[src/rtl/pipe_pkg.sv]
// Shared constants for the pipeline hazard controller: opcodes, forwarding
// source encodings and the data-memory wait FSM states.
package pipe_pkg;

  localparam int unsigned OPC_W = 6;
  localparam int unsigned FWD_W = 2;

  localparam logic [OPC_W-1:0] OPC_ADD  = 6'b000000;
  localparam logic [OPC_W-1:0] OPC_SUB  = 6'b000001;
  localparam logic [OPC_W-1:0] OPC_LOAD = 6'b000010;

  localparam logic [FWD_W-1:0] FWD_RF = 2'b00;
  localparam logic [FWD_W-1:0] FWD_EX = 2'b01;
  localparam logic [FWD_W-1:0] FWD_WB = 2'b10;

  typedef enum logic {
    ST_RUN      = 1'b0,
    ST_MEM_WAIT = 1'b1
  } state_e;

endpackage

[src/rtl/pipe_fwd_sel.sv]
// Operand source selection for one source register of the ID instruction.
// Also flags a read of a register that a LOAD in EX has not yet produced.
module pipe_fwd_sel
  import pipe_pkg::*;
#(
  parameter int unsigned REG_AW = 5
) (
  input  logic              rs_used_i,
  input  logic [REG_AW-1:0] rs_i,
  input  logic              ex_valid_i,
  input  logic              ex_writes_i,
  input  logic              ex_is_load_i,
  input  logic [REG_AW-1:0] ex_rd_i,
  input  logic              wb_valid_i,
  input  logic              wb_writes_i,
  input  logic [REG_AW-1:0] wb_rd_i,
  output logic [FWD_W-1:0]  fwd_o,
  output logic              load_hit_o
);

  logic ex_match;
  logic wb_match;

  // EX result wins over WB; a LOAD in EX cannot forward and raises load_hit
  always_comb begin
    ex_match   = rs_used_i && ex_valid_i && ex_writes_i && (ex_rd_i == rs_i);
    wb_match   = rs_used_i && wb_valid_i && wb_writes_i && (wb_rd_i == rs_i);
    load_hit_o = ex_match && ex_is_load_i;
    fwd_o      = FWD_RF;
    if (ex_match && !ex_is_load_i) begin
      fwd_o = FWD_EX;
    end else if (wb_match) begin
      fwd_o = FWD_WB;
    end
  end

endmodule

[src/rtl/pipe_hazard_ctrl.sv]
// Hazard controller for a 4-stage IF/ID/EX/WB pipeline: tracks ID/EX/WB in a
// shadow pipeline, forwards operands, stalls on load-use and freezes on a
// slow data-memory acknowledge. illegal_op is registered: it pulses in the
// first cycle an unknown opcode sits in ID.
// Optional: define HAZ_PERF_EN to build a saturating stall-cycle counter.
module pipe_hazard_ctrl
  import pipe_pkg::*;
#(
  parameter int unsigned REG_AW      = 5,
  parameter int unsigned STALL_CNT_W = 16
) (
  input  logic                   clk,
  input  logic                   reset,
  input  logic                   instr_valid,
  input  logic [31:0]            instr,
  output logic                   instr_ready,
  output logic                   id_en,
  output logic                   ex_en,
  output logic                   ex_bubble,
  output logic                   wb_bubble,
  output logic [FWD_W-1:0]       fwd_a,
  output logic [FWD_W-1:0]       fwd_b,
  output logic                   mem_req,
  input  logic                   mem_ack,
  output logic                   rf_we,
  output logic [REG_AW-1:0]      rf_waddr,
  output logic                   illegal_op,
  output logic [STALL_CNT_W-1:0] stall_cnt
);

  typedef struct packed {
    logic              valid;
    logic [REG_AW-1:0] rd;
    logic [REG_AW-1:0] rs1;
    logic [REG_AW-1:0] rs2;
    logic              uses_rs1;
    logic              uses_rs2;
    logic              is_load;
    logic              writes;
  } slot_t;

  slot_t  id_q, ex_q, wb_q;
  slot_t  dec;
  logic   dec_illegal;
  logic   illegal_q;
  state_e state_q;
  logic   freeze;
  logic   load_use;
  logic   ld_hit_a, ld_hit_b;
  logic   unused_bits;

  assign unused_bits = ^{instr[10:0], ex_q.rs1, ex_q.rs2, ex_q.uses_rs1, ex_q.uses_rs2,
                         wb_q.rs1, wb_q.rs2, wb_q.uses_rs1, wb_q.uses_rs2, wb_q.is_load};

  // Decode the offered instruction into a shadow slot
  always_comb begin
    dec         = '0;
    dec_illegal = 1'b0;
    dec.valid   = 1'b1;
    dec.rd      = REG_AW'(instr[25:21]);
    dec.rs1     = REG_AW'(instr[20:16]);
    dec.rs2     = REG_AW'(instr[15:11]);
    case (instr[31:26])
      OPC_ADD, OPC_SUB: begin
        dec.uses_rs1 = 1'b1;
        dec.uses_rs2 = 1'b1;
        dec.writes   = 1'b1;
      end
      OPC_LOAD: begin
        dec.uses_rs1 = 1'b1;
        dec.is_load  = 1'b1;
        dec.writes   = 1'b1;
      end
      default: dec_illegal = 1'b1;
    endcase
  end

  pipe_fwd_sel #(.REG_AW(REG_AW)) u_fwd_a (
    .rs_used_i    (id_q.valid && id_q.uses_rs1),
    .rs_i         (id_q.rs1),
    .ex_valid_i   (ex_q.valid),
    .ex_writes_i  (ex_q.writes),
    .ex_is_load_i (ex_q.is_load),
    .ex_rd_i      (ex_q.rd),
    .wb_valid_i   (wb_q.valid),
    .wb_writes_i  (wb_q.writes),
    .wb_rd_i      (wb_q.rd),
    .fwd_o        (fwd_a),
    .load_hit_o   (ld_hit_a)
  );

  pipe_fwd_sel #(.REG_AW(REG_AW)) u_fwd_b (
    .rs_used_i    (id_q.valid && id_q.uses_rs2),
    .rs_i         (id_q.rs2),
    .ex_valid_i   (ex_q.valid),
    .ex_writes_i  (ex_q.writes),
    .ex_is_load_i (ex_q.is_load),
    .ex_rd_i      (ex_q.rd),
    .wb_valid_i   (wb_q.valid),
    .wb_writes_i  (wb_q.writes),
    .wb_rd_i      (wb_q.rd),
    .fwd_o        (fwd_b),
    .load_hit_o   (ld_hit_b)
  );

  assign mem_req    = ex_q.valid && ex_q.is_load;
  assign freeze     = mem_req && !mem_ack;
  assign load_use   = ld_hit_a || ld_hit_b;
  assign rf_we      = wb_q.valid && wb_q.writes;
  assign rf_waddr   = wb_q.rd;
  assign illegal_op = illegal_q;

  // Stage enables: a memory freeze outranks a load-use stall
  always_comb begin
    instr_ready = 1'b1;
    id_en       = instr_valid;
    ex_en       = 1'b1;
    ex_bubble   = 1'b0;
    wb_bubble   = 1'b0;
    if (freeze) begin
      instr_ready = 1'b0;
      id_en       = 1'b0;
      ex_en       = 1'b0;
      wb_bubble   = 1'b1;
    end else if (load_use) begin
      instr_ready = 1'b0;
      id_en       = 1'b0;
      ex_bubble   = 1'b1;
    end
  end

  // Advance the shadow pipeline and the illegal-opcode pulse
  always_ff @(posedge clk) begin
    if (!reset) begin
      id_q      <= '0;
      ex_q      <= '0;
      wb_q      <= '0;
      illegal_q <= 1'b0;
    end else begin
      if (instr_ready) id_q <= instr_valid ? dec : '0;
      if (ex_en) ex_q <= ex_bubble ? '0 : id_q;
      wb_q      <= wb_bubble ? '0 : ex_q;
      illegal_q <= instr_ready && instr_valid && dec_illegal;
    end
  end

  // Data-memory wait FSM: tracks cycles spent waiting on mem_ack
  always_ff @(posedge clk) begin
    if (!reset) begin
      state_q <= ST_RUN;
    end else begin
      case (state_q)
        ST_RUN:      if (freeze) state_q <= ST_MEM_WAIT;
        ST_MEM_WAIT: if (mem_ack) state_q <= ST_RUN;
        default:     state_q <= ST_RUN;
      endcase
    end
  end

`ifdef HAZ_PERF_EN
  logic [STALL_CNT_W-1:0] stall_cnt_q, stall_cnt_d;

  // Saturating count of cycles in which ID refused an instruction
  always_comb begin
    stall_cnt_d = stall_cnt_q;
    if (!instr_ready && (stall_cnt_q != '1)) stall_cnt_d = stall_cnt_q + STALL_CNT_W'(1);
  end

  // Stall counter register
  always_ff @(posedge clk) begin
    if (!reset) stall_cnt_q <= '0;
    else        stall_cnt_q <= stall_cnt_d;
  end

  assign stall_cnt = stall_cnt_q;
`else
  assign stall_cnt = '0;
`endif

endmodule
[config.mk]
export PLATFORM = sky130hd
export DESIGN_NAME = pipe_hazard_ctrl
export DESIGN_NICKNAME = d
export VERILOG_FILES = /design/src/rtl/pipe_pkg.sv /design/src/rtl/pipe_fwd_sel.sv /design/src/rtl/pipe_hazard_ctrl.sv
export SDC_FILE = /design/constraint.sdc
export NUM_CORES = 1
export LEC_CHECK = 0
export CAP_MARGIN = 20
export CORE_MARGIN = 4
export CORE_UTILIZATION = 43
export DETAILED_ROUTE_END_ITERATION = 12
export PLACE_DENSITY = 0.87
export SYNTH_ARGS = -nofsm -noshare
export SYNTH_HDL_FRONTEND = slang
export SYNTH_SLANG_ARGS = --single-unit
[constraint.sdc]
create_clock -name clk -period 2.2 [get_ports clk]
set_input_delay 0.55 -clock clk [delete_from_list [all_inputs] [get_ports clk]]
set_output_delay 0.55 -clock clk [all_outputs]
set_load 0.1 [all_outputs]
* Word-level counts from Yosys, hierarchy flattened
Index checks and enable logic that the tools add are counted.
** Word-level totals
- Flip-flop bits (word level) :: 36
- Latch bits :: 0
- RAM bits :: 0
- ROM bits :: 0
- Input bits :: 36
- Output and inout bits :: 33
- Word-level logic and storage cells :: 71
- Memories :: 0
** Cells by class
- $add $sub $neg :: 0
- Multiply operators :: 0
- Div/mod/pow operators :: 0
- Magnitude comparators :: 0
- Equal/unequal tests :: 6
- Shift-type cells :: 0
- Multiplexer cells :: 18
- Bitwise logic cells :: 1
- Reductions and logical operators :: 30
** Operator list (number)
- 2-to-1 mux 20 bit :: 2
- logical AND 1 bit :: 23
- == test 5 bit :: 4
- 2-to-1 mux 1 bit :: 12
- 2-to-1 mux 2 bit :: 4
- == test 6 x 1 -> 1 bit, second input constant :: 1
- == test 6 x 2 -> 1 bit, second input constant :: 1
- zero test 6 bit :: 1
- OR reduction 2 bit :: 2
- OR reduction 3 bit :: 1
- zero test 1 bit :: 2
- logical OR 1 bit :: 1
- NOT 1 bit :: 1

* Logic depth before layout (Yosys ltp)
Gate-level depths: netlist of run 1.
- Word-level depth :: 10
- Depth in mapped cells :: 7
- Depth with buffers taken out :: 6

* By module
Synthesis of run 1 repeated with hierarchy kept, for this count alone.
** Second synthesis, totals
- Cell total of the unflattened synthesis :: 203
- Area, all modules :: 1893.1 um2
** Modules (own cells, without submodules)
- pipe_hazard_ctrl :: times used 1, cells each 165, area each 1570.3 um2, sequential area each 700.7 um2
- pipe_fwd_sel :: times used 2, cells each 19, area each 161.4 um2, sequential area each 0.0 um2

* Least setup slack after synthesis of run 1
OpenSTA, ideal clock, no wires.
- Path kind :: reg-to-output
- From :: register wb_q[19] (netlist bit)
- To :: output fwd_a[1]
- Arrival time :: 4.152 ns
- Data required time :: 1.650 ns
- Slack :: -2.502 ns
- Stages on the path, launching flop included :: 4
- Buffers on the path :: 0
- Cell sequence :: dfxtp_1 and2_1 nand2_1 nor4_1
** Between the ends
- Cells in the longest elaborated chain, start to end :: 5
** RTL lines
- from (decl) :: RTL line pipe_hazard_ctrl.sv:42 : slot_t id_q, ex_q, wb_q;
- from (signal assigned) :: RTL line pipe_hazard_ctrl.sv:142 : wb_q <= wb_bubble ? '0 : ex_q;
- logical AND 1 bit (3 in a row) :: RTL line pipe_fwd_sel.sv:27 : wb_match = rs_used_i && wb_valid_i && wb_writes_i && (wb_rd_i == rs_i);
- 2-to-1 mux 2 bit :: RTL line pipe_fwd_sel.sv:32 : end else if (wb_match) begin
- 2-to-1 mux 2 bit :: RTL line pipe_fwd_sel.sv:30 : if (ex_match && !ex_is_load_i) begin
- to (decl) :: RTL line pipe_hazard_ctrl.sv:21 : output logic [FWD_W-1:0] fwd_a,
Every way passes these cells.

* Worst setup path after layout of run 1
- From :: input mem_ack
- To :: output id_en
** Between the ends
- Cells in the longest elaborated chain, start to end :: 3
** RTL lines
- from (decl) :: RTL line pipe_hazard_ctrl.sv:24 : input logic mem_ack,
- zero test 1 bit :: RTL line pipe_hazard_ctrl.sv:107 : assign freeze = mem_req && !mem_ack;
- logical AND 1 bit :: RTL line pipe_hazard_ctrl.sv:107
- 2-to-1 mux 1 bit :: RTL line pipe_hazard_ctrl.sv:120 : if (freeze) begin
- to (decl) :: RTL line pipe_hazard_ctrl.sv:17 : output logic id_en,
Every way passes these cells.

==> flow_summary.yaml, run 1 <==
status:
  status: "finished with violations"
  failing_checks: "setup timing"
sta:
  finalCritPeriodShare_pct: 103
  worst_hold_slack_ns: 0.477
  post-route-worst-setup-slack_ns: -0.0563
  setup_viol: 5
  setup_total_negative_slack_ns: -0.122
  hold_violation_total_from_the_final_report: 0
  timing.final.max_slew_violations: 0
  max_freq_mhz: 443
  finalCriticalPeriod_ns: 2.26
  clock-skew-final_ns: 0.0117
  rsz0062_at_grt: "true"
clock_tree:
  cts_buffers: 5
  clockRootBuffer: "sky130_fd_sc_hd__clkbuf_8"
  clkSinkCount: 35
  cts_max_path_buffers: 2
  cts_hold_buffers: 0
  cts.reportedPaths.clkPinSlew_ns: 0.06
  htreeDepth: 2
  cts_tree: "built"
  clkLatencyLatePin_ns: 0.30
grt:
  grt_overflow: 0
  vias_in_the_first_global_route: 1500
  grt_first_pass_wirelength_um: 7110
  number_of_antenna_violations_at_the_first_check_in_global_routing: 0
  all_layer_gr_usage_pct: 17.6
  largest_net_degree_at_the_start_of_global_routing: 26
setup_path:
  worst-setup-path-type: "in -> out"
  worst_path_bufs_invs: 3
  origin_of_the_critical_flop_to_flop_path: "id_q[19]"
  critical_path_rt_ns: 1.65
  critical-path-slowest-cell: "sky130_fd_sc_hd__clkdlybuf4s50_1"
  crit_chain: "clkdlybuf4s50_1, nand2b_4, inv_2, nor2_4, and2_4, buf_12"
  arrival_ns: 1.71
  worst-path-max-fanout: 3
  setup.worst_path.start_class: "input port"
  critical_path.max_stage_delay_ns: 0.49
  timing.reg2reg.worst_path_depth: 7
  r2r_end: "id_q[14]"
  crit_path_end_kind: "output pin"
  cp_top_family: "buffers and inverters"
  rrSetupSlack_ns: 0.53
route:
  detail_route.wl_per_cell_um: 14.8
  via_count: 1566
  routed_wl_um: 4440
  drtPass1Iterations: 4
  drt_drc_violations_left: 0
  detail-route-antenna-nets: 0
  drt_iter0_markers: 127
  post_dr_vias_cell: 5.20
logic_synthesis:
  ys_seq_area_share_pct: 39.9
  yosys_register_bits: 35
  syn-instance-count: 200
  postSynthAreaPerCell_um2: 8.78
  unique_masters_post_synth: 30
  mappedNetlistArea_um2: 1760
  yosys_warnings: 0
hold_path:
  hold_path_startpoint: "id_q[1]"
  worstHoldPathType: "reg -> reg"
  hold_path_endpoint: "id_q[1]"
  timing.hold.worst_path_depth: 2
flow_run:
  cap_violations: 0
floorplan:
  starting_density_of_the_core_pct: 46.2
  chipWidth_um: 71.9
  fp.coreArea_um2: 3800
  dieHeight_um: 71.9
  dieArea_um2: 5170
  std_cell_rows: 22
  floorplan.io_pins: 69
placement:
  portBuffers: 41
  hpwlAfterDp_um: 3150
  dpl_worst_slack_ns: -0.127
  gpl.final_weighted_congestion: 0.871
finish:
  layout_common_cells: "27 x sky130_fd_sc_hd__nand2_1, 24 x sky130_fd_sc_hd__clkdlybuf4s50_1, 24 x sky130_fd_sc_hd__buf_4"
  antenna_diode_instance_count: 0
  nNetsFinal: 288
  area_growth_pct: 47.8
  drive_gt1_share_pct: 35.2
  layout_commonest_cell: "sky130_fd_sc_hd__nand2_1"
power_and_ir_drop:
  static_leakage_nw: 0.957
  power_per_cell_area_nw_per_um2: 558
  power.ir.vdd_worst_v: 0.000372
repair_timing:
item / 4_1_cts / 5_1_grt
endpoints found under the setup margin: 8 / 8
buffers inserted: 3 / 3
gates resized for setup: 7 / 11
hold endpoints to repair: 0 / 0
pin swaps: 3 / 13
cloned: 0 / 0
report_power, final:
| group | total, mW | leakage, nW | switching (mW) | internal [mW] |
|---|---|---|---|---|
| Sequential | 0.667 | 0.295 | 0.0195 | 0.647 |
| Combinational | 0.304 | 0.614 | 0.204 | 0.101 |
| Clock | 0.476 | 0.0482 | 0.224 | 0.252 |
cell type report:
cell class	instances	area [µm²]
inverter	1	3.75
clock inverter	1	5.00
timing repair buffer	60	652
fill	283	1200
multi-input combinational	149	1050
clock buffer	7	86.3
sequential	35	737
tap	48	60.1
synth_stat cells:
cell | n | share of area, %
sky130_fd_sc_hd__dfxtp_1 | 35 | 40
sky130_fd_sc_hd__nor2_2 | 1 | 0.36
sky130_fd_sc_hd__a21oi_1 | 2 | 0.57
sky130_fd_sc_hd__buf_6 | 1 | 0.64
sky130_fd_sc_hd__nand3_1 | 23 | 6.6
sky130_fd_sc_hd__xnor2_1 | 20 | 10
sky130_fd_sc_hd__nand2_1 | 27 | 5.8
sky130_fd_sc_hd__clkbuf_1 | 5 | 1.1
sky130_fd_sc_hd__or4_1 | 1 | 0.43
sky130_fd_sc_hd__inv_2 | 1 | 0.21
sky130_fd_sc_hd__o31ai_1 | 6 | 2.6
sky130_fd_sc_hd__o21ai_0 | 2 | 0.57
sky130_fd_sc_hd__or2_2 | 2 | 0.71
sky130_fd_sc_hd__and2_1 | 4 | 1.4
sky130_fd_sc_hd__conb_1 | 1 | 0.21
sky130_fd_sc_hd__mux2i_1 | 1 | 0.57
sky130_fd_sc_hd__buf_4 | 17 | 7.3
sky130_fd_sc_hd__nand4b_1 | 2 | 1.0
sky130_fd_sc_hd__nor4_1 | 3 | 1.1
sky130_fd_sc_hd__nor2_1 | 6 | 1.3
sky130_fd_sc_hd__o22ai_4 | 1 | 1.1
sky130_fd_sc_hd__o22ai_1 | 10 | 3.6
sky130_fd_sc_hd__o22ai_2 | 8 | 5.7
sky130_fd_sc_hd__nand2b_1 | 1 | 0.36
sky130_fd_sc_hd__buf_2 | 6 | 1.7
sky130_fd_sc_hd__nand3_2 | 1 | 0.57
sky130_fd_sc_hd__nand4_1 | 4 | 1.4
sky130_fd_sc_hd__and3_1 | 7 | 2.5
sky130_fd_sc_hd__and4_4 | 1 | 0.64
sky130_fd_sc_hd__buf_1 | 1 | 0.21
worst max path at each step:
stage | start | end | slack [ns] | cells after the start
floorplan | ex_q[16] | fwd_a[1] | -0.36 | 5
global placement | mem_ack | id_en | -0.1 | 6
detailed placement | mem_ack | id_en | -0.13 | 6
CTS | ex_q[16] | ex_bubble | -0.07 | 5
global route | id_q[4] | instr_ready | -0.15 | 7
finish | mem_ack | id_en | -0.06 | 6
worst reg2reg max path, stage by stage, from the launching register on:
cell and delay, ns:
sky130_fd_sc_hd__dfxtp_1 0.43, sky130_fd_sc_hd__and4_4 0.27, sky130_fd_sc_hd__nand3_2 0.10, sky130_fd_sc_hd__o22ai_4 0.23, sky130_fd_sc_hd__nor2_4 0.06, sky130_fd_sc_hd__buf_4 0.15
sky130_fd_sc_hd__buf_4 0.19, sky130_fd_sc_hd__o22ai_2 0.17
routing by layer:
layer,wire (µm),GRT usage (%)
met1,1850,21.4
met2,2190,28.7
met3,312,5.40
met4,90,7.93
met5,0,0
per-stage QoR:
step | power (mW) | utilization, % | instances | area, µm²
global route | 1.51 | 68.3 | 301 | 2590
floorplan | 0.913 | - | 215 | 1900
finish | 1.45 | 68.3 | 301 | 2590
CTS | 1.44 | 66.2 | 298 | 2510
detailed placement | 0.967 | 62.3 | 287 | 2370
global placement | 0.962 | 62.3 | 287 | 2370
cells by family (layout without fill, tap and decap cells):
group / count (synthesis) / after routing / synth area share (%)
other: 1 / 16 / 0.214
buffers and inverters: 31 / 69 / 11.1
AND/OR/NAND/NOR: 83 / 83 / 24.1
XOR/XNOR: 20 / 20 / 9.98
AO/OA/AOI/OAI: 29 / 29 / 14.1
flip-flops: 35 / 35 / 39.9
multiplexers: 1 / 1 / 0.570
state kept, by name, indices dropped and copies added, names as in the netlist:
signal	cells
illegal_op	1
wb_q	2
ex_q	8
rf_waddr	5
id_q	19
(Power assumes the default switching activity.)
==> run 2: changes to the inputs <==
--- a/config.mk
+++ b/config.mk
@@ -9,4 +9,5 @@
 export CORE_MARGIN = 4
 export CORE_UTILIZATION = 43
+export CTS_CLUSTER_DIAMETER = 40
 export DETAILED_ROUTE_END_ITERATION = 12
 export PLACE_DENSITY = 0.87
==> constraint.sdc (replaced) <==
create_clock -name clk -period 2.2 [get_ports clk]
set_input_delay 0.33 -clock clk [delete_from_list [all_inputs] [get_ports clk]]
set_output_delay 0.33 -clock clk [all_outputs]
set_load 0.1 [all_outputs]
==> run 2 against run 1 <==
The flow now finishes without violations. Final cell count shrank 4.0%. Global-route usage shrank 0.87 points. Highest routed layer unchanged. Critical endpoint is now ex_bubble. Utilization shrank 5.2 points. Flip-flop and latch count is the same. Sequential share of layout area grew 1.5 points. Sequential power is essentially flat. Largest power group unchanged. Fmax grew 9.1%. Register-to-register slack gained 0.07 ns. Die area is the same. Power grew 0.28%. Clock power grew 5.9%. Combinational power shrank 8.6%.
==> flow_summary.yaml, run 2 (synthesis gave the netlist of run 1 again) <==
floorplan:
  dieArea_um2: 5170
  fp.coreArea_um2: 3800
  floorplan.io_pins: 69
  starting_density_of_the_core_pct: 46.2
  std_cell_rows: 22
  dieHeight_um: 71.9
  chipWidth_um: 71.9
grt:
  largest_net_degree_at_the_start_of_global_routing: 36
  vias_in_the_first_global_route: 1434
  number_of_antenna_violations_at_the_first_check_in_global_routing: 0
  all_layer_gr_usage_pct: 16.8
  grt_overflow: 0
  grt_first_pass_wirelength_um: 6820
clock_tree:
  cts.reportedPaths.clkPinSlew_ns: 0.07
  clockRootBuffer: "sky130_fd_sc_hd__clkbuf_8"
  cts_buffers: 5
  clkLatencyLatePin_ns: 0.28
  htreeDepth: 2
  cts_tree: "built"
  clkSinkCount: 35
  cts_max_path_buffers: 2
  cts_hold_buffers: 0
setup_path:
  crit_path_end_kind: "output pin"
  setup.worst_path.start_class: "flip-flop"
  critical_path_rt_ns: 1.87
  arrival_ns: 1.74
  worst-path-max-fanout: 3
  worst-setup-path-type: "reg -> out"
power_and_ir_drop:
  proportion_of_power_drawn_by_the_clock_network_pct: 34.7
  share_comb_of_total_power_pct: 19.1
  swShare_pct: 29.8
  internal_power_mw: 1.02
  netSwitchingPower_mw: 0.433
  static_leakage_nw: 0.863
  power.ir.vdd_worst_v: 0.000381
  share_seq_of_total_power_pct: 46.2
  power_per_cell_area_nw_per_um2: 606
placement:
  dpl_cell_area_um2: 2280
  dpl_worst_slack_ns: 0.290
  gpl.final_weighted_congestion: 0.809
  hpwlAfterDp_um: 2940
  portBuffers: 41
sta:
  finalCritPeriodShare_pct: 94.0
  hold_violation_total_from_the_final_report: 0
  setup_viol: 0
  rsz0062_at_grt: "false"
  setup_total_negative_slack_ns: 0
  timing.final.max_slew_violations: 0
  max_freq_mhz: 484
  clock-skew-final_ns: 0.00330
  maxSlewHeadroom_pct: 60.7
  worst-slew-pin-transition_ns: 0.589
  post-route-worst-setup-slack_ns: 0.132
  finalCriticalPeriod_ns: 2.07
finish:
  final_std_cell_area_no_fill_um2: 2400
  registers.top_by_ff_count: "id_q"
  area_growth_pct: 36.5
  layout_common_cells: "27 x sky130_fd_sc_hd__nand2_1, 26 x sky130_fd_sc_hd__dfxtp_1, 24 x sky130_fd_sc_hd__clkdlybuf4s50_1"
  filler_cell_count: 308
  largest_reg_flops: 19
  nNetsFinal: 276
  antenna_diode_instance_count: 0
  drive_gt1_share_pct: 26.1
  layout_commonest_cell: "sky130_fd_sc_hd__nand2_1"
route:
  detail-route-antenna-nets: 0
  via_count: 1522
  detail_route.wl_per_cell_um: 13.9
  drt_drc_violations_left: 0
  total_length_of_routed_met3_wires_um: 366
  drtPass1Iterations: 4
  drt_iter0_markers: 167
  post_dr_vias_cell: 5.27
  met2_length_um: 1950
  routed_wl_um: 4030
  dr.max_layer_used: "met4"
  route.layer.met1.wl_um: 1620
flow_run:
  cap_violations: 0
status:
  status: "completed"
hold_path:
  worstHoldPathType: "reg -> reg"
-- run 2: cell count changes in the layout (fill, tap and decap cells not counted), moves of 2 or more --
cell	delta
sky130_fd_sc_hd__buf_12	-2
sky130_fd_sc_hd__and2_2	+2
sky130_fd_sc_hd__dfxtp_4	-5
sky130_fd_sc_hd__buf_4	-9
sky130_fd_sc_hd__xnor2_2	-7
sky130_fd_sc_hd__xnor2_1	+7
sky130_fd_sc_hd__and2_4	-2
sky130_fd_sc_hd__dfxtp_1	+6
-- run 2: timing repair --
action,CTS,global route
buffers inserted,0,1
setup endpoints to repair,1,1
pin swaps,0,1
resized for setup,2,0
-- run 2: per-stage QoR --
step,hold slack (ns),instances,util (%),power [mW]
after global routing,0.512,289,63.1,1.51
final,0.480,289,63.1,1.45
after global placement,0.466,280,60.0,0.952
after floorplan,0.455,215,-,0.912
after detailed placement,0.469,280,60.0,0.956
after CTS,0.478,288,62.9,1.45
-- run 2: power by group through the flow --
stage	Clock, mW	Sequential [mW]	Combinational (mW)
finish	0.504	0.670	0.278
global route	0.546	0.672	0.291
global placement	0	0.683	0.270
detailed placement	0	0.684	0.273
floorplan	0	0.697	0.215
CTS	0.509	0.670	0.274
-- run 2: layout make-up --
cell class / count / area, µm² / area share [%]
Tap cell: 48 / 60.1 / 2.51
Inverter: 1 / 3.75 / 0.157
Clock buffer: 8 / 100 / 4.18
Timing Repair Buffer: 48 / 533 / 22.2
Multi-Input combinational cell: 149 / 982 / 41.0
Sequential cell: 35 / 717 / 29.9
-- run 2: per-layer routing --
metal / track usage [%] / vias up
li1: - / 745
met1: 20.5 / 696
met2: 27.6 / 72
met3: 4.57 / 9
met4: 7.52 / 0
met5: 0 / -
-- run 2: path summary, 6_finish.rpt --
check         endpoint  slack (ns)      from  cells after the start
min           ex_q[14]        0.48  id_q[14]                      2
max reg2reg   id_q[11]        0.60   id_q[9]                      6
max          ex_bubble        0.13   id_q[8]                      5
min reg2reg   ex_q[14]        0.48  id_q[14]                      2
-- run 2: critical path, cell delays in order, from the launching register on --
cell and delay, ns:
sky130_fd_sc_hd__dfxtp_1 0.40, sky130_fd_sc_hd__xnor2_1 0.15, sky130_fd_sc_hd__nand4_1 0.19, sky130_fd_sc_hd__or2_4 0.31, sky130_fd_sc_hd__a21oi_4 0.21, sky130_fd_sc_hd__buf_12 0.20
==> run 3: changes to the inputs <==
Settings changed: ABC_CLOCK_PERIOD_IN_PS set to 2550, CORE_UTILIZATION 43 to 45, PLACE_DENSITY 0.87 to 0.9.
Clock period 2.2 ns to 2.55 ns, I/O delays scaled along.
==> run 3 against run 2 <==
Clock power fell by 12%. Register-to-register slack gained 0.33 ns. Clock skew up 0.0077 ns. Utilization up 0.39 points. First-iteration DRC count down 56%. Cell area down 1.6%. Sequential share of layout area up 0.052 points. Power decreased by 13%. Routed wire length rose by 3.5%. Final cell count is 0.35% lower. Critical path depth unchanged. Combinational power is 15% lower. Critical path type unchanged. Critical endpoint unchanged. Largest power group unchanged. Highest routed layer unchanged.
==> flow_summary.yaml, run 3 (synthesis gave the netlist of run 1 again) <==
status:
  status: "completed"
route:
  drt_drc_violations_left: 0
  drtPass1Iterations: 4
  detail-route-antenna-nets: 0
  routed_wl_um: 4170
  via_count: 1546
  detail_route.wl_per_cell_um: 14.5
  post_dr_vias_cell: 5.37
  drt_iter0_markers: 73
floorplan:
  std_cell_rows: 22
  dieArea_um2: 4960
  chipWidth_um: 70.5
  dieHeight_um: 70.5
  starting_density_of_the_core_pct: 47.2
  floorplan.io_pins: 69
  fp.coreArea_um2: 3720
grt:
  all_layer_gr_usage_pct: 17.6
  number_of_antenna_violations_at_the_first_check_in_global_routing: 0
  grt_overflow: 0
  largest_net_degree_at_the_start_of_global_routing: 36
  grt_first_pass_wirelength_um: 6880
  vias_in_the_first_global_route: 1491
sta:
  worst_hold_slack_ns: 0.482
  hold_violation_total_from_the_final_report: 0
  setup_viol: 0
  rsz0062_at_grt: "false"
  max_freq_mhz: 434
  finalCritPeriodShare_pct: 90.5
  finalCriticalPeriod_ns: 2.31
  worst-slew-pin-transition_ns: 0.591
  maxSlewHeadroom_pct: 60.6
  clock-skew-final_ns: 0.0110
  timing.final.max_slew_violations: 0
  post-route-worst-setup-slack_ns: 0.243
setup_path:
  worst-path-max-fanout: 3
  critical_path_rt_ns: 2.17
  setup.worst_path.start_class: "flip-flop"
  critical-path-slowest-cell: "sky130_fd_sc_hd__dfxtp_1"
  crit_path_end_kind: "output pin"
  worst-setup-path-type: "reg -> out"
  critical_path.max_stage_delay_ns: 0.41
  crit_chain: "xnor2_1, nand4_1, or2_2, a21oi_2, buf_12"
  arrival_ns: 1.92
clock_tree:
  clockRootBuffer: "sky130_fd_sc_hd__clkbuf_8"
  cts_post_setup_buffers_inserted: 0
  clkLatencyLatePin_ns: 0.29
  cts_hold_buffers: 0
  cts.reportedPaths.clkPinSlew_ns: 0.07
  htreeDepth: 2
  cts_tree: "built"
  cts_buffers: 5
  post_cts_resize_count: 0
  cts_max_path_buffers: 2
  clkSinkCount: 35
placement:
  dp.cells: 280
  hpwlAfterDp_um: 3090
  portBuffers: 41
  gpl.final_weighted_congestion: 0.845
  dpl_worst_slack_ns: 0.428
finish:
  sequential_cell_area_um2: 707
  antenna_diode_instance_count: 0
  layout_commonest_cell: "sky130_fd_sc_hd__dfxtp_1"
  area_of_the_multi_input_gates_um2: 962
  layout_common_cells: "30 x sky130_fd_sc_hd__dfxtp_1, 27 x sky130_fd_sc_hd__nand2_1, 24 x sky130_fd_sc_hd__clkdlybuf4s50_1"
  nNetsFinal: 275
  postLayoutCoreUtil_pct: 63.5
  layoutNonFillerInstCount: 288
  drive_gt1_share_pct: 23.8
  registers.top_by_ff_count: "id_q"
  filler_cell_count: 316
  largest_reg_flops: 19
  area_growth_pct: 34.4
hold_path:
  worstHoldPathType: "reg -> reg"
flow_run:
  cap_violations: 0
power_and_ir_drop:
  power_per_cell_area_nw_per_um2: 533
  static_leakage_nw: 0.851
  power.total_mw: 1.26
  power.ir.vdd_worst_v: 0.000386
==> run 3: cell count changes in the layout (fill, tap and decap cells not counted) <==
cell	change
sky130_fd_sc_hd__buf_4	-1
sky130_fd_sc_hd__and2_4	-1
sky130_fd_sc_hd__nor2_4	-1
sky130_fd_sc_hd__dfxtp_4	-2
sky130_fd_sc_hd__dfxtp_2	-2
sky130_fd_sc_hd__a21oi_4	-1
sky130_fd_sc_hd__a21oi_2	+1
sky130_fd_sc_hd__or2_4	-2
sky130_fd_sc_hd__nor2_2	+1
sky130_fd_sc_hd__or2_2	+2
sky130_fd_sc_hd__and2_1	+1
sky130_fd_sc_hd__dfxtp_1	+4
==> run 3: power breakdown <==
group / switching [mW] / total (mW) / internal [mW]
logic: 0.170 / 0.237 / 0.0678
registers: 0.0157 / 0.579 / 0.563
clock network: 0.195 / 0.442 / 0.246
total: 0.381 / 1.26 / 0.877
==> run 3: final cells by class <==
type	count	area share, %
multi-input combinational	149	40.8
tap	48	2.55
clock buffer	8	4.24
sequential	35	30.0
timing repair buffer	47	22.3
inverter	1	0.159
==> run 3: worst paths after layout <==
path / slack, ns / endpoint / depth (start not counted) / startpoint
worst max-delay path: 0.24 / ex_bubble / 5 / id_q[5]
worst min-delay path: 0.48 / id_q[1] / 2 / id_q[1]
worst max register to register: 0.93 / id_q[11] / 5 / id_q[5]
worst min register to register: 0.48 / id_q[1] / 2 / id_q[1]
==> run 3: critical path, delay by kind of cell (launching register included) <==
family	cells	cell delay [ns]
flops	1	0.41
compound gates	1	0.27
xor+xnor	1	0.14
simple gates	2	0.59
buf+inv	1	0.21
==> run 3: per-stage QoR <==
step	cell area, µm²	setup TNS, ns
after floorplan	1870	-0.0831
after global placement	2260	0
after detailed placement	2260	0
after CTS	2360	0
after global routing	2360	0
final	2360	0
==> run 3: layer usage <==
layer | vias to the layer above | track usage (%) | wire length, µm
li1 | 747 | - | -
met4 | 0 | 7.02 | 70
met3 | 8 | 5.76 | 285
met1 | 735 | 19.3 | 1690
met5 | - | 0 | 0
met2 | 56 | 31.1 | 2120
==> patch, RTL diff (flow settings as in run 1) <==
`REG_AW` is set to 5 in 2 places; all go to 4.
--- a/src/rtl/pipe_fwd_sel.sv
+++ b/src/rtl/pipe_fwd_sel.sv
@@ -3,7 +3,7 @@
 module pipe_fwd_sel
   import pipe_pkg::*;
 #(
-  parameter int unsigned REG_AW = 5
+  parameter int unsigned REG_AW = 4
 ) (
   input  logic              rs_used_i,
   input  logic [REG_AW-1:0] rs_i,
--- a/src/rtl/pipe_hazard_ctrl.sv
+++ b/src/rtl/pipe_hazard_ctrl.sv
@@ -6,7 +6,7 @@
 module pipe_hazard_ctrl
   import pipe_pkg::*;
 #(
-  parameter int unsigned REG_AW      = 5,
+  parameter int unsigned REG_AW      = 4,
   parameter int unsigned STALL_CNT_W = 16
 ) (
   input  logic                   clk,
Interface: changed (resized rf_waddr); port bits go from 69 to 68. No check against the original RTL was run, so the function may have changed too.
==> patch against run 1 <==
  * The flow still finishes with violations (setup timing)
  * Power down 15%
  * Hold slack worse by 0.0073 ns
  * Wire length rose by 0.14%
  * Final area decreased by 5.4%
  * Sequential cell count shrank 5
  * Worst setup slack got worse by 0.17 ns
  * Via count shrank 7.3%
  * Synthesized area is 11% lower
  * Register-to-register slack worse by 0.09 ns
  * Synthesized cell count is 13% lower
  * Fmax down 7.1%
==> patch: results (changes against run 1) <==
| Metric | Value |
|---|---|
| Met2 WL | `2240 um (+2.1%)` |
| IO buf count | `37 (-9.8%)` |
| Drt via density | `5.24 (+0.68%)` |
| Clock-cell share | `2.60% (-0.92 points)` |
| Met2 GRT Util | `33.1% (+4.4 points)` |
| Outcome | `complete, but fails checks` |
| Final worst slack | `-0.228 ns (-0.172 ns)` |
| Sequential area share after synthesis | `38.6% (-1.3 points)` |
| Setup TNS | `-0.765 ns (-0.643 ns)` |
| Pin count of the biggest net entering global routing | `30 (+15%)` |
| Pleak | `0.000923 uW (-3.5%)` |
| Max reg flops | `16 (-3)` |
| Clk root buf | `clkbuf_4` |
| Min-Delay Startpoint | `id_q[13]` |
| Global-route wire length before repair | `6510 um (-8.4%)` |
| CP arrival | `1.88 ns (+0.17 ns)` |
| Fraction of layout cells with a size suffix above 1 | `44.2% (+9.0 points)` |
| Sequential standard cell area | `636 um2 (-14%)` |
| Gr usage total | `19.3% (+1.6 points)` |
| Latest clock arrival within the worst-skew pair | `0.34 ns (+0.04 ns)` |
| Placed Area | `2170 um2 (-8.1%)` |
| Critical Path Source | `id_q[10]` |
| Fillers | `231 (-18%)` |
| Worst IR Drop VDD | `0.355 mV (-4.7%)` |
| DRT iter0 DRCs | `57 (-55%)` |
| Setup Viol. Count Final | `5 (unchanged)` |
| Pre-CTS setup slack | `-0.00701 ns (+0.120 ns)` |
| Final Instance Area | `2450 um2 (-5.4%)` |
| R2R Setup Slk | `0.44 ns (-0.09 ns)` |
| Signal buf overhead | `26.8% (+1.6 points)` |
| Inverters | `2 (+1)` |
| Most area-consuming cells after synthesis | `dfxtp_1, xnor2_1, buf_4` |
| Routed len/inst | `16.1 um (+8.8%)` |
| DP HPWL | `2940 um (-6.7%)` |
| Average size of a mapped cell | `8.94 um2 (+1.8%)` |
| Placed cell count | `262 (-8.7%)` |
| Global routing usage on met1 | `22.9% (+1.4 points)` |
| Area of the multi-input gates | `1030 um2 (-1.8%)` |
| Worst hold endpoint | `ex_q[13]` |
| Clock sink count | `30 (-14%)` |
| R2R Path End | `id_q[12]` |
| RePlAce Congestion | `0.766 (-12%)` |
| Synth cell types | `34 (+13%)` |
| Most frequent cells after synthesis | `dfxtp_1, nand2_1, nand3_1` |
| # clk buffers | `6 (-1)` |
| Vias in the first global route | `1346 (-10%)` |
| Slowest CP cell | `dfxtp_4` |
| Met1 wire length | `1860 um (+0.60%)` |
| Register-to-Register Path Depth | `8 (+1)` |
| Worst-path clk slew | `0.10 ns (+0.04 ns)` |
| Hold WS | `0.469 ns (-0.00731 ns)` |
| Met3 WL | `308 um (-1.3%)` |
| Violated checks | `setup timing` |
| Finished Layout Cells | `277 (-8.0%)` |
| Nets | `266 (-7.6%)` |
| Multi-input gates | `131 (-12%)` |
## patch: changes by cell type after synthesis, moves of 4 or more
| cell | change |
|---|---|
| nand2_1 | -6 |
| xnor2_1 | -5 |
| dfxtp_1 | -5 |
| buf_2 | -4 |
| nor3_1 | +7 |
| o22ai_1 | -5 |
## patch: cell families (layout without fill, tap and decap cells)
logic type                Yosys count  in the layout  synth area share, %
xor gates and xnor gates           16             16                 9.49
DFF                                30             30                 38.6
and+or+nand+nor                    73             73                 24.3
AOI/OAI and AO/OA                  25             25                 15.4
muxes                               1              1                0.644
other                               1             16                0.241
buffers and inverters              28             70                 11.3
## patch: what timing repair did
item	CTS	global route
endpoints found under the setup margin	7	7
setup buffers	3	4
pin swaps	12	12
gates resized for setup	29	9
hold buffers	0	0
## patch: report_power, final
part | internal, uW | total, uW | leakage (uW) | switching [uW]
Clock | 153 | 359 | 0.0000343 | 206
Combinational | 92.8 | 294 | 0.000635 | 201
Sequential | 556 | 575 | 0.000254 | 19.1
Total | 802 | 1230 | 0.000923 | 427
